[config.mk]
export PLATFORM = sky130hd
export DESIGN_NAME = dfe_coeff_loader
export DESIGN_NICKNAME = d
export VERILOG_FILES = /design/src/rtl/dfe_coeff_loader.sv
export SDC_FILE = /design/constraint.sdc
export NUM_CORES = 2
export LEC_CHECK = 0
export ABC_AREA = 0
export BUFFER_PORTS_ARGS = -buffer_cell sky130_fd_sc_hd__buf_2
export CORE_AREA = 2 2 704 706
export DETAILED_ROUTE_END_ITERATION = 10
export DIE_AREA = 0 0 706 708
export HOLD_SLACK_MARGIN = 0.05
export PLACE_DENSITY = 0.36
export SETUP_SLACK_MARGIN = 0.4
export SLEW_MARGIN = 0
export SYNTH_ARGS = -nofsm -noshare
export SYNTH_HDL_FRONTEND = slang
export SYNTH_SLANG_ARGS = --single-unit
[constraint.sdc]
create_clock -name clk -period 5.3 [get_ports clk]
set_input_delay 0.53 -clock clk [delete_from_list [all_inputs] [get_ports clk]]
set_output_delay 0.53 -clock clk [all_outputs]
set_load 0.05 [all_outputs]
[src/rtl/dfe_coeff_loader.sv]
// Word-serial coefficient loader with gap-deferred commit for the frac-decimator / IIR datapath.
// Optional readback port: define DFE_CFG_RDBK_EN to add rd_addr/rd_data.
module dfe_coeff_loader #(
  parameter int COEFF_WIDTH = 20,
  parameter int N_TAP       = 72,
  parameter int GAP_CYCLES  = 4,
  parameter int ADDR_WIDTH  = 7
) (
  input  logic                                clk,
  input  logic                                rst_n,
  input  logic                                cfg_valid,
  output logic                                cfg_ready,
  input  logic [ADDR_WIDTH-1:0]               cfg_addr,
  input  logic signed [COEFF_WIDTH-1:0]       cfg_data,
  input  logic                                cfg_commit,
  input  logic                                dp_valid_in,
  output logic                                cfg_busy,
  output logic                                cfg_done,
  output logic                                cfg_err,
  output logic [N_TAP-1:0][COEFF_WIDTH-1:0]   frac_dec_coeff_out,
  output logic                                frac_dec_coeff_wr_en,
  output logic [2:0][COEFF_WIDTH-1:0]         iir_num_2_4_out,
  output logic [1:0][COEFF_WIDTH-1:0]         iir_den_2_4_out,
  output logic [2:0][COEFF_WIDTH-1:0]         iir_num_2_out,
  output logic [1:0][COEFF_WIDTH-1:0]         iir_den_2_out,
  output logic [2:0][COEFF_WIDTH-1:0]         iir_num_1_out,
  output logic [1:0][COEFF_WIDTH-1:0]         iir_den_1_out,
  output logic                                iir_num_2_4_wr_en,
  output logic                                iir_den_2_4_wr_en,
  output logic                                iir_num_2_wr_en,
  output logic                                iir_den_2_wr_en,
  output logic                                iir_num_1_wr_en,
  output logic                                iir_den_1_wr_en,
`ifdef DFE_CFG_RDBK_EN
  output logic [1:0]                          dbg_state_o,
  input  logic [ADDR_WIDTH-1:0]               rd_addr,
  output logic [COEFF_WIDTH-1:0]              rd_data
`else
  output logic [1:0]                          dbg_state_o
`endif
);

  localparam int N_SH = N_TAP + 15;
  localparam int GW   = (GAP_CYCLES < 1) ? 1 : $clog2(GAP_CYCLES + 1);
  localparam logic [GW-1:0] GAP_MAX = GW'(GAP_CYCLES);

  localparam logic [ADDR_WIDTH-1:0] A_N24  = ADDR_WIDTH'(N_TAP);
  localparam logic [ADDR_WIDTH-1:0] A_D24  = ADDR_WIDTH'(N_TAP + 3);
  localparam logic [ADDR_WIDTH-1:0] A_N2   = ADDR_WIDTH'(N_TAP + 5);
  localparam logic [ADDR_WIDTH-1:0] A_D2   = ADDR_WIDTH'(N_TAP + 8);
  localparam logic [ADDR_WIDTH-1:0] A_N1   = ADDR_WIDTH'(N_TAP + 10);
  localparam logic [ADDR_WIDTH-1:0] A_D1   = ADDR_WIDTH'(N_TAP + 13);
  localparam logic [ADDR_WIDTH-1:0] A_LAST = ADDR_WIDTH'(N_TAP + 14);

  typedef enum logic [1:0] {IDLE, WAIT_GAP, APPLY, DONE} state_t;

  state_t                        state_q, state_d;
  logic [GW-1:0]                 gap_q, gap_d;
  logic [6:0]                    dirty_q, dirty_d;
  logic [6:0]                    wr_en_q, wr_en_d;
  logic                          done_q, done_d;
  logic                          err_q, err_d;
  logic signed [COEFF_WIDTH-1:0] shadow_q [N_SH];
  logic signed [COEFF_WIDTH-1:0] shadow_d [N_SH];
  logic [6:0]                    bank_sel;
  logic                          addr_ok;
  logic                          wr_take;
  logic                          wr_accept;

  // Bank bit order: 0=F, 1=N24, 2=D24, 3=N2, 4=D2, 5=N1, 6=D1 (same order as wr_en_q).
  always_comb begin
    bank_sel = '0;
    if (cfg_addr < A_N24)       bank_sel[0] = 1'b1;
    else if (cfg_addr < A_D24)  bank_sel[1] = 1'b1;
    else if (cfg_addr < A_N2)   bank_sel[2] = 1'b1;
    else if (cfg_addr < A_D2)   bank_sel[3] = 1'b1;
    else if (cfg_addr < A_N1)   bank_sel[4] = 1'b1;
    else if (cfg_addr < A_D1)   bank_sel[5] = 1'b1;
    else if (cfg_addr <= A_LAST) bank_sel[6] = 1'b1;
  end

  assign addr_ok   = |bank_sel;
  assign cfg_ready = (state_q == IDLE);
  assign cfg_busy  = (state_q == WAIT_GAP) || (state_q == APPLY);
  assign wr_take   = cfg_valid && cfg_ready;
  assign wr_accept = wr_take && addr_ok;

  always_comb begin
    state_d = state_q;
    case (state_q)
      IDLE:     if (cfg_commit) state_d = WAIT_GAP;
      WAIT_GAP: if ((gap_q == GAP_MAX) && !dp_valid_in) state_d = APPLY;
      APPLY:    state_d = DONE;
      DONE:     state_d = IDLE;
      default:  state_d = IDLE;
    endcase
  end

  always_comb begin
    gap_d = gap_q;
    if (dp_valid_in)          gap_d = '0;
    else if (gap_q != GAP_MAX) gap_d = gap_q + 1'b1;
  end

  // Writes are only taken in IDLE, so dirty never changes while a commit is in flight.
  always_comb begin
    dirty_d = dirty_q;
    if (state_q == APPLY) dirty_d = '0;
    else if (wr_accept)   dirty_d = dirty_q | bank_sel;
  end

  always_comb begin
    shadow_d = shadow_q;
    if (wr_accept) shadow_d[cfg_addr] = cfg_data;
  end

  assign wr_en_d = (state_d == APPLY) ? dirty_q : '0;
  assign done_d  = (state_d == DONE);
  assign err_d   = wr_take && !addr_ok;

  always_ff @(posedge clk or negedge rst_n) begin
    if (!rst_n) begin
      state_q <= IDLE;
      gap_q   <= '0;
      dirty_q <= '0;
      wr_en_q <= '0;
      done_q  <= 1'b0;
      err_q   <= 1'b0;
      for (int i = 0; i < N_SH; i++) shadow_q[i] <= '0;
    end else begin
      state_q  <= state_d;
      gap_q    <= gap_d;
      dirty_q  <= dirty_d;
      wr_en_q  <= wr_en_d;
      done_q   <= done_d;
      err_q    <= err_d;
      shadow_q <= shadow_d;
    end
  end

  assign cfg_done             = done_q;
  assign cfg_err              = err_q;
  assign dbg_state_o          = state_q;
  assign frac_dec_coeff_wr_en = wr_en_q[0];
  assign iir_num_2_4_wr_en    = wr_en_q[1];
  assign iir_den_2_4_wr_en    = wr_en_q[2];
  assign iir_num_2_wr_en      = wr_en_q[3];
  assign iir_den_2_wr_en      = wr_en_q[4];
  assign iir_num_1_wr_en      = wr_en_q[5];
  assign iir_den_1_wr_en      = wr_en_q[6];

  for (genvar i = 0; i < N_TAP; i++) begin : g_frac
    assign frac_dec_coeff_out[i] = shadow_q[i];
  end

  for (genvar j = 0; j < 3; j++) begin : g_num
    assign iir_num_2_4_out[j] = shadow_q[N_TAP + j];
    assign iir_num_2_out[j]   = shadow_q[N_TAP + 5 + j];
    assign iir_num_1_out[j]   = shadow_q[N_TAP + 10 + j];
  end

  for (genvar j = 0; j < 2; j++) begin : g_den
    assign iir_den_2_4_out[j] = shadow_q[N_TAP + 3 + j];
    assign iir_den_2_out[j]   = shadow_q[N_TAP + 8 + j];
    assign iir_den_1_out[j]   = shadow_q[N_TAP + 13 + j];
  end

`ifdef DFE_CFG_RDBK_EN
  assign rd_data = (rd_addr <= A_LAST) ? shadow_q[rd_addr] : '0;
`endif

endmodule

Word level (Yosys, flattened, before mapping) --
Index checks and enable logic that the tools add are counted.
Operators by class: add/sub/neg operators 1, multiply operators 0, div/mod/pow operators 0, order comparisons 9, equality and inequality tests 7, shift-type cells 0, multiplexer cells 24, bitwise operators 2, reduce and logical (&&, ||, !) cells 12
Operators by type and width (number):
- 1740-bit bitwise mux | 1
- 20-bit demux with 7-bit select | 1
- 7-bit less-than comparator (second input constant) | 6
- 7-bit 2-to-1 mux | 3
- 20-bit 2-to-1 mux | 1
- 3-bit 2-to-1 mux | 3
- 2-bit equality test (second input constant) | 4
- 8-bit >= comparator (second input constant) | 1
- 8-bit by 1-bit less-than comparator with 1-bit output (second input constant) | 1
- 1-bit 2-to-1 mux | 8
- 7-bit inverter with 8-bit output | 1
- 2-bit case mux with 4 select lines | 1
- 7-bit <= comparator (second input constant) | 1
- 7-bit OR | 1
- 7-bit OR reduction | 1
- 2-bit 2-to-1 mux | 3
- 6-bit 2-to-1 mux | 1
- 1-bit logical AND | 5
- 5-bit 2-to-1 mux | 1
- 4-bit 2-to-1 mux | 1
- 2-bit nonzero test | 2
- 3-bit by 1-bit adder with 3-bit output (second input constant) | 1
- 3-bit equality test (second input constant) | 1
- 3-bit != test (second input constant) | 1
- other kinds (4) | 5
Word-level totals: register bits after elaboration 1761, latch bits 0, bits in writable memories 0, memory bits (read-only) 0, input bits 32, output and inout port bits 1753, word-level logic and storage cells 148, memories kept 0

Logic depth before layout (Yosys ltp) --
word-level depth 12, gate-level depth with buffers 9, mapped depth without buffers 5

Least setup slack after synthesis --
No wires, ideal clock.
kind register to register, from register state_q[0] (netlist: dbg_state_o[0]), to register shadow_q, in the netlist frac_dec_coeff_out[220], library setup time 125 ps, arrival 2881 ps, data required time 5175 ps, path slack 2294 ps, cell stages (with the launch flop) 10, buffers on the path 4, clock period less this slack 3006 ps, cell sequence dfrtp_1 > inv_1 > ha_1 > buf_2 > nand3_1 > clkbuf_1 > buf_1 > nor3_1 > buf_2 > mux2_2
On the way: word-level cells in the longest chain between the ends 3
RTL lines:
- start: declaration | RTL line 57 | state_t state_q, state_d;
- start signal: assignment | RTL line 131 | state_q <= state_d;
- 2-bit zero test | RTL line 83 | assign cfg_ready = (state_q == IDLE);
- net cfg_ready | RTL line 12 | output logic cfg_ready,
- 1-bit logical AND | RTL line 85 | assign wr_take = cfg_valid && cfg_ready;
- 1-bit logical AND | RTL line 86 | assign wr_accept = wr_take && addr_ok;
- end signal: assignment | RTL line 137 | shadow_q <= shadow_d;
- end: declaration | RTL line 63 | logic signed [COEFF_WIDTH-1:0] shadow_q [N_SH];
The timed path passes the listed nets, and every way through them passes these cells. A chain may end at the register's enable or synchronous reset.

Final worst setup path --
from register state_q[1] (netlist: dbg_state_o[1]), to register shadow_q, in the netlist frac_dec_coeff_out[1413]
On the way: word-level cells in the longest chain between the ends 3
RTL lines (RTL line):
- 2-bit zero test | 83
- 1-bit logical AND | 85
- 1-bit logical AND | 86
No other way between the ends.

==> results.toml <==
[critical_path]
max_stage_delay_ns = 0.69
cp.arrival_ns = 4.34
cp_cell_sequence = "inv_1 -> ha_1 -> nand3b_1 -> buf_4 -> nor3_2 -> buf_4 -> mux2_2"
slowest_stage = "nor3_2"
crit_path_start = "dbg_state_o[1]"
worstRegToRegCells = 7
crit_family = "simple AND/OR/NAND/NOR gates"
r2r_start = "dbg_state_o[1]"
cp_data_required_time_ns = 6.03
cp_common_cell = "buf_4"
setup.worst_path.start_class = "flip-flop"
cp_max_fo = 29
cp.depth = 7
crit_end = "frac_dec_coeff_out[1413]"
path_buf_inv = 3
r2r_setup_slack_ns = 1.70
cp-end-kind = "flip-flop"
crit_type = "flip-flop to flip-flop"
reg2reg_to = "frac_dec_coeff_out[1413]"

[logic_synthesis]
synth_xor_area_frac = 0.000131
synth-compound-area-share = 0.00191
ys_seq_area_frac = 0.661
syn_area_um2 = 66600
ys_top_cells_by_count = "1,761 x dfrtp_1, 1,687 x mux2_2, 227 x clkbuf_1"
ys_warn_count = 0
ys.flop_type = "dfrtp_1"
yosys.cell_count.top_type = "dfrtp_1"
ys_ff_latch = 1761
avgSynthCellArea_um2 = 16.4
muxShareOfSynthArea = 0.296
synth_top_area_cell = "dfrtp_1"
synth_area_leaders = "dfrtp_1 66%, mux2_2 29%, clkbuf_1 1.3%"
synthArstFlopShare = 1.00
synth.distinct_cells = 42
syn_nets = 4110
synth_top_family_by_area = "multiplexers"
synthSimpleGateAreaFrac = 0.0132
synth_fa_ha_area_frac = 0.000939
netlist_instances = 4073
synth_edf_count = 0
yosys.area.top_type_share = 0.661

[timing]
period_needed_ns = 3.60
setup_viol = 0
max-slew-margin-rel = 0.271
skew_ns = 0.0806
hold_viol = 0
rsz0062_at_grt = "no"
drv_slew = 0
setup_ws_ns = 1.70
period_share = 0.680
fmax_mhz = 277
worst_pin_slew_ns = 1.09
fin_setup_tns_ns = 0

[cts]
cts_tree = "done"
numCtsBuffers = 217
cts_resized = 0
cts_sinks = 1761
cts_hold_buf = 8
cts_setup_buffers = 0
clkTransAtPathRegs_ns = 0.06
root_buffer = "clkbuf_16"
insertion_delay_ns = 0.91
htreeDepth = 4
clock_path_buffers = 4

[global_routing]
grt_overflow_total = 0
track_usage = 0.129
grt_pass1_vias = 45600
antenna_found_initial = 52
grt_pass1_wl_um = 442000
grt_max_degree = 153

[die]
die_x_um = 706
chipHeight_um = 708
ios = 1785
row_count = 258
coreArea_um2 = 492000
initial_utilization = 0.135
die_area_um2 = 500000

[min_path]
hp-class = "input pin to flip-flop"
holdCritStartpoint = "cfg_data[9]"

[pwr]
leakagePower_nw = 48.7
p_total_w = 0.0381
p_per_area_nw_per_um2 = 417
ir_worst_vdd_uv = 289

[place]
dp_cells = 12100
gp_congestion = 0.750
place_hpwl_um = 231000
portBuffers = 1784
preCtsSetupSlack_ns = 1.60

[status]
run_status = "finished clean"

[routing]
vias = 42700
wl_um = 336000
first_pass_iters = 5
drt.antenna.violating_nets = 0
vias_per_cell = 3.41
drtIter0Drc = 2017
wl_per_cell_um = 26.8
drcViolationCount = 0

[final_layout]
layout-drive-gt1-share = 0.679
area_delta_synth_final_pct = 37.2
finalNonFillerCells = 12500
fin_nets = 5877
fin_util = 0.186
fillers = 53600

[run]
max_cap_viol_count = 0
[worst register-to-register path, delay by kind of cell, from the launching register on]
family | cells | cell delay [ns]
buffers and inverters | 3 | 1.06
muxes | 1 | 0.40
and+or+nand+nor | 2 | 1.12
adders and majority gates | 1 | 0.45
DFF | 1 | 0.44
[flip-flops by register name, indices dropped and copies added, names as in the netlist]
signal / count
iir_num_2_out: 60
gap_q: 3
cfg_err: 1
iir_num_1_out: 60
iir_den_2_out: 40
iir_den_1_out: 40
dirty_q: 7
wr_en_q: 7
dbg_state_o: 2
iir_den_2_4_out: 40
iir_num_2_4_out: 60
cfg_done: 1
frac_dec_coeff_out: 1440
[power breakdown]
part | total (W) | internal [W] | leakage, nW | switching (W)
combinational | 0.00764 | 0.00162 | 20.7 | 0.00602
sequential | 0.0151 | 0.0145 | 24.3 | 0.000554
clock | 0.0154 | 0.00904 | 3.60 | 0.00633
total | 0.0381 | 0.0252 | 48.7 | 0.0129
[worst min-delay path by stage]
stage                                    end  slack (ns)  cells past startpoint
global placement     frac_dec_coeff_out[504]        0.48                      1
finish                frac_dec_coeff_out[29]        0.18                      2
CTS                   frac_dec_coeff_out[29]        0.08                      2
global route          frac_dec_coeff_out[69]        0.11                      2
detailed placement  frac_dec_coeff_out[1124]        0.48                      1
floorplan                           cfg_done        0.23                      0
[cell type report]
cell class / instances / area [µm²] / share of cell area
Tap cell: 6500 / 8130 / 0.0890
Multi-Input combinational cell: 1912 / 21200 / 0.232
Timing Repair Buffer: 1937 / 10600 / 0.116
Clock buffer: 312 / 6260 / 0.0684
Inverter: 11 / 41.3 / 0.000452
Clock inverter: 76 / 1080 / 0.0119
Antenna cell: 31 / 77.6 / 0.000849
Sequential cell: 1761 / 44100 / 0.482
[layer usage]
layer  vias up  share of wire  global-route usage
met4         2          0.030              0.0361
met3       358          0.076              0.0391
met5         -       0.000039                   0
met2      1520           0.50               0.231
li1      17900              -                   -
met1     23000           0.39               0.148
[cells in the final DEF, fill, tap and decap left out, drive strengths merged, types with 4 or more instances in the layout]
master / synthesis / layout
nand3: 19 / 19
nor2: 8 / 8
or4b: 5 / 5
clkinvlp: 0 / 5
dlygate4sd3: 0 / 8
inv: 11 / 14
clkbuf: 228 / 312
nor3: 66 / 66
o22ai: 4 / 4
diode: 0 / 31
buf: 161 / 1929
nand2: 5 / 5
dfrtp: 1761 / 1761
bufinv: 0 / 17
a21oi: 8 / 8
clkinv: 0 / 51
or4: 17 / 17
nand4bb: 4 / 4
ha: 5 / 5
mux2: 1740 / 1740
[cell families (layout without fill, tap and decap cells)]
family	Yosys count	count (layout)
compound gates	20	20
xor+xnor	1	1
fa+ha+maj	5	5
buf+inv	400	2336
flops	1761	1761
mux	1740	1740
other cells	0	31
simple gates	146	146
[metrics by stage]
| step | area, µm² | hold slack [ns] |
|---|---|---|
| 2_1_floorplan | 66600 | 0.234 |
| 5_1_grt | 91400 | 0.114 |
| 3_5_place_dp | 83900 | 0.480 |
| 4_1_cts | 91300 | 0.0837 |
| 6_report | 91400 | 0.182 |
| 3_3_place_gp | 83900 | 0.475 |
(Power assumes the default switching activity.)
